**src/rtl/iob_bus_merge2_pkg.sv**
```systemverilog
// Shared definitions for the 2-to-1 IOb bus merger.
// The FSM state encoding, the response bit positions and the helpers that derive
// the packed req/resp widths from ADDR_W/DATA_W all live here.
// req  = {avalid, addr[ADDR_W], wdata[DATA_W], wstrb[DATA_W/8]}
// resp = {rdata[DATA_W], rvalid, ready}
package iob_bus_merge2_pkg;

   typedef enum logic {
      IDLE    = 1'b0,
      RD_WAIT = 1'b1
   } state_t;

   // Response field positions; rdata starts right above rvalid.
   localparam int RESP_READY_POS  = 0;
   localparam int RESP_RVALID_POS = 1;
   localparam int RESP_RDATA_LSB  = 2;

   function automatic int req_width(input int addr_w, input int data_w);
      return 1 + addr_w + data_w + data_w / 8;
   endfunction

   function automatic int resp_width(input int data_w);
      return data_w + 2;
   endfunction

endpackage

```
**src/rtl/iob_bus_merge2_arb.sv**
```systemverilog
// Grant selection for the bus merger.
// Build option: define IOB_BUS_MERGE2_RR_EN for round-robin arbitration;
// without it master 1 (data bus) always beats master 0 (instruction bus).
// gnt is 0 for master 0, 1 for master 1; with no request it reads 0.
module iob_bus_merge2_arb (
   input  logic req0,
   input  logic req1,
   input  logic rr_last,
   output logic gnt
);

`ifdef IOB_BUS_MERGE2_RR_EN
   // On contention the master that did not win last time gets the bus;
   // a lone requester is always granted.
   assign gnt = (req0 & req1) ? ~rr_last : req1;
`else
   // Data bus has fixed priority; req0 and rr_last do not affect the outcome.
   assign gnt = req1;

   logic unused_arb_inputs;
   assign unused_arb_inputs = req0 ^ rr_last;
`endif

endmodule

```
**src/rtl/iob_bus_merge2.sv**
```systemverilog
// 2-to-1 IOb native-bus merger: instruction bus (m0) and data bus (m1) share one
// slave port. New requests are arbitrated only in IDLE; an accepted read locks the
// bus until the slave returns rvalid, which is routed only to the issuing master.
// Build option: IOB_BUS_MERGE2_RR_EN selects round-robin arbitration (see arb).
// All outputs are combinational from the registered state and are forced to zero
// while rst_i is high.
module iob_bus_merge2
   import iob_bus_merge2_pkg::*;
#(
   parameter  int ADDR_W  = 32,
   parameter  int DATA_W  = 32,
   localparam int WSTRB_W = DATA_W / 8,
   localparam int REQ_W   = req_width(ADDR_W, DATA_W),
   localparam int RESP_W  = resp_width(DATA_W)
) (
   input  logic              clk_i,
   input  logic              rst_i,
   input  logic              cke_i,
   input  logic [REQ_W-1:0]  m0_req,
   output logic [RESP_W-1:0] m0_resp,
   input  logic [REQ_W-1:0]  m1_req,
   output logic [RESP_W-1:0] m1_resp,
   output logic [REQ_W-1:0]  s_req,
   input  logic [RESP_W-1:0] s_resp
);

   localparam int AVALID_POS = REQ_W - 1;

   state_t state_reg, state_next;
   logic   owner_reg, owner_next;
   logic   rr_last_reg, rr_last_next;

   logic              m0_avalid, m1_avalid;
   logic              gnt;
   logic [REQ_W-1:0]  gnt_req;
   logic              gnt_avalid;
   logic              gnt_is_read;
   logic              s_ready, s_rvalid;
   logic [DATA_W-1:0] s_rdata;
   logic              active, in_idle, in_rd_wait;
   logic              accept, rd_done;

   assign m0_avalid = m0_req[AVALID_POS];
   assign m1_avalid = m1_req[AVALID_POS];

   assign s_ready  = s_resp[RESP_READY_POS];
   assign s_rvalid = s_resp[RESP_RVALID_POS];
   assign s_rdata  = s_resp[RESP_W-1:RESP_RDATA_LSB];

   iob_bus_merge2_arb u_arb (
      .req0    (m0_avalid),
      .req1    (m1_avalid),
      .rr_last (rr_last_reg),
      .gnt     (gnt)
   );

   assign gnt_req     = gnt ? m1_req : m0_req;
   assign gnt_avalid  = gnt_req[AVALID_POS];
   assign gnt_is_read = (gnt_req[WSTRB_W-1:0] == '0);

   // Reset masks every output so nothing leaks while state is being cleared.
   assign active     = ~rst_i;
   assign in_idle    = active & (state_reg == IDLE);
   assign in_rd_wait = active & (state_reg == RD_WAIT);

   assign accept  = in_idle & gnt_avalid & s_ready;
   assign rd_done = in_rd_wait & s_rvalid;

   // Slave sees the granted request only in IDLE; the bus is quiet while a read is outstanding.
   assign s_req = (in_idle & gnt_avalid) ? gnt_req : '0;

   // Route ready to the granted master in IDLE and read data to the read owner in RD_WAIT.
   always_comb begin
      m0_resp = '0;
      m1_resp = '0;
      if (in_idle & gnt_avalid) begin
         if (gnt) begin
            m1_resp[RESP_READY_POS] = s_ready;
         end else begin
            m0_resp[RESP_READY_POS] = s_ready;
         end
      end
      if (rd_done) begin
         if (owner_reg) begin
            m1_resp[RESP_W-1:RESP_RVALID_POS] = {s_rdata, 1'b1};
         end else begin
            m0_resp[RESP_W-1:RESP_RVALID_POS] = {s_rdata, 1'b1};
         end
      end
   end

   // Next state: writes complete at accept, reads park in RD_WAIT until rvalid.
   always_comb begin
      state_next   = state_reg;
      owner_next   = owner_reg;
      rr_last_next = rr_last_reg;
      if (state_reg == IDLE) begin
         if (accept) begin
            rr_last_next = gnt;
            if (gnt_is_read) begin
               owner_next = gnt;
               state_next = RD_WAIT;
            end
         end
      end else begin
         if (s_rvalid) begin
            state_next = IDLE;
         end
      end
   end

   // Control registers; reset wins over cke_i, cke_i low freezes them otherwise.
   always_ff @(posedge clk_i) begin
      if (rst_i) begin
         state_reg   <= IDLE;
         owner_reg   <= 1'b0;
         rr_last_reg <= 1'b1;
      end else if (cke_i) begin
         state_reg   <= state_next;
         owner_reg   <= owner_next;
         rr_last_reg <= rr_last_next;
      end
   end

endmodule

```
**config.mk**
```make
export PLATFORM = sky130hd
export DESIGN_NAME = iob_bus_merge2
export DESIGN_NICKNAME = d
export VERILOG_FILES = /design/src/rtl/iob_bus_merge2_pkg.sv /design/src/rtl/iob_bus_merge2_arb.sv /design/src/rtl/iob_bus_merge2.sv
export SDC_FILE = /design/constraint.sdc
export NUM_CORES = 1
export LEC_CHECK = 0
export BUFFER_PORTS_ARGS = -buffer_cell sky130_fd_sc_hd__buf_2
export CAP_MARGIN = 15
export CORE_AREA = 2 2 122 124
export CTS_CLUSTER_DIAMETER = 100
export DETAILED_ROUTE_END_ITERATION = 6
export DIE_AREA = 0 0 124 126
export PLACE_DENSITY_LB_ADDON = 0.08
export RECOVER_POWER = 100
export REMOVE_ABC_BUFFERS = 1
export SYNTH_ARGS = -nofsm -noshare
export SYNTH_HDL_FRONTEND = slang
export SYNTH_SLANG_ARGS = --single-unit
```
**constraint.sdc**
```tcl
create_clock -name clk_i -period 2.3 [get_ports clk_i]
set_input_delay 0.115 -clock clk_i [delete_from_list [all_inputs] [get_ports clk_i]]
set_output_delay 0.115 -clock clk_i [all_outputs]
set_load 0.02 [all_outputs]
```
==> reports/summary.txt <==
status: finished clean
Detail Route Antenna Nets: 0
final worst path period need: 1930 ps
Synth Cell Area: 1620 um^2
pre-CTS setup slack: 577 ps
post-cts sizing count: 0
post-route setup slack: 366 ps
Critical Path Slowest Stage Cell: clkbuf_2
Hold Vio Cnt, Final: 0
initial core utilization: 11.3%
Clock Latency Late Sink: 220 ps
via count: 2747
final clock skew: 1.98 ps
clk slew on worst S/H paths: 30 ps
r2r setup slk: 460 ps
Die W: 124 um
# DRC: 0
Iter 0 DRT Violations: 50
most frequent cells in the layout: buf_2, clkbuf_1, nor2_1
# setup viols final: 0
Fmax: 517 MHz
Clock Tree Buf Depth: 2
commonest non-fill, non-tap cell in the layout: buf_2
post-CTS setup buffer count: 0
Sink Count: 2
Routed WL per cell: 13.2 um
final net count: 721
global-route wire length before repair: 13400 um
number of max-cap violations: 0
vias per std cell: 3.77
GRT overflow: 0
Setup CP Type: register to output port
max-slew violation count: 0
peak supply drop: 0.000115 V
fill count: 1718
CTS Hold Bufs: 0
CP cell instances: nor2_1, o21ai_4, clkbuf_2, nor2_1, clkbuf_1
I/O Pins: 312
Yosys reg bits: 2
CP Launch Type: register
CP endpoint kind: output port
root buf cell: clkbuf_16
H-tree depth: 1
final worst-path cycle share: 84.1%
vias in the first global route: 2604
row count: 44
cell count after synthesis: 245
sequential fraction of the synthesis area: 2.47%
Routability Congestion: 0.751
Crit Path Max Fanout: 26
cts bufs inserted: 3
Port Buffer Count: 311
crit-path most repeated cell: nor2_1
Hold/Removal Path Class: input port to register
final setup TNS: 0 ps
initial antenna violation count: 0
pin count of the biggest net entering global routing: 51
Worst-Margin Slew: 754 ps
Detail Placement HPWL: 8500 um
Tot GR Track Use: 11.1%
wire length after detailed routing: 9590 um
Area Overhead vs Synth: 104%
pwr dens: 245 nW/um^2
max_slew headroom: 49.5%
CP peak stage delay: 310 ps
CTS tree: done
post-synthesis cell type count: 20
RSZ-0062 raised after global routing: no
Avg Inst Size Synth: 6.61 um^2
Pre-antenna DRT Iters: 4
share of cells above drive strength 1: 39.0%
Synthesis Warnings: 0
Die H: 126 um
number of antenna diodes: 0
Critical Path AT: 1820 ps
die area: 15600 um^2
Leak Pwr: 1.81 nW
Core ar.: 14300 um^2
Worst Path Required: 2180 ps
==> final cells by class <==
class / instances / area (um^2) / share of cell area, %
Sequential cell: 2 / 40.0 / 1.21
Timing Repair Buffer: 317 / 1490 / 45.0
Tap cell: 184 / 230 / 6.97
Clock buffer: 3 / 75.1 / 2.27
Multi-Input combinational cell: 221 / 1470 / 44.5
Inverter: 1 / 3.75 / 0.114
==> cells by family after synthesis <==
logic type             share of synthesized area (%)
and+or+nand+nor                                 46.9
muxes                                           42.6
buffers and inverters                           6.41
AOI/OAI and AO/OA                               1.62
DFF                                             2.47
==> synth_stat cells <==
cell type	number	area share (%)
and3_1	2	0.77
dfxtp_1	2	2.5
o21ai_0	1	0.31
nand2_1	3	0.69
nor3_2	1	0.62
nor2_1	72	17
nor3b_1	1	0.46
nor3_1	1	0.31
buf_6	1	0.69
and2_1	64	25
a21oi_1	1	0.31
clkbuf_1	9	2.1
buf_2	11	3.4
nor2b_1	1	0.39
inv_1	1	0.23
o21ai_2	1	0.54
mux2i_1	69	43
a21o_1	1	0.46
nand2b_1	2	0.77
nor4b_4	1	1.5
==> path summary, 6_finish.rpt <==
path                                 from   endpoint  cells after the start
worst min-delay path                cke_i  state_reg                      3
worst max-delay path            state_reg  s_req[65]                      5
worst max register to register  state_reg  owner_reg                      4
worst min register to register  owner_reg  owner_reg                      2
==> power by group <==
group,internal [W],switching (W)
clock network,0.000221,0.0000404
registers,0.0000352,0.000000101
logic,0.000221,0.000291
total,0.000477,0.000331
==> routing by layer <==
layer  part of all wire, %  up-vias  GRT usage, %  wire, um
li1                      -     1397             -         -
met1                    30     1158          9.42      2880
met2                    56      186          24.1      5380
met3                    13        6          3.85      1270
met4                  0.57        0          1.45        55
met5                     0        -             0         0
==> metrics by stage <==
| step | std cells | power [W] | hold slack, ps | util, % | area [um^2] |
|---|---|---|---|---|---|
| 2_1_floorplan | 224 | 0.000277 | 270 | - | 1520 |
| 3_3_place_gp | 725 | 0.000579 | 416 | 23.7 | 3390 |
| 3_5_place_dp | 725 | 0.000580 | 412 | 23.7 | 3390 |
| 4_1_cts | 728 | 0.000847 | 187 | 24.2 | 3460 |
| 5_1_grt | 728 | 0.000873 | 201 | 23.1 | 3300 |
| 6_report | 728 | 0.000809 | 182 | 23.1 | 3300 |
==> critical path, delay by kind of cell (launching register included) <==
kind / cells / cell delay [ps]
AOI/OAI and AO/OA: 1 / 290
buffers and inverters: 2 / 560
DFF: 1 / 290
and+or+nand+nor: 2 / 450
Note: power is estimated with default switching activity, not from simulation.
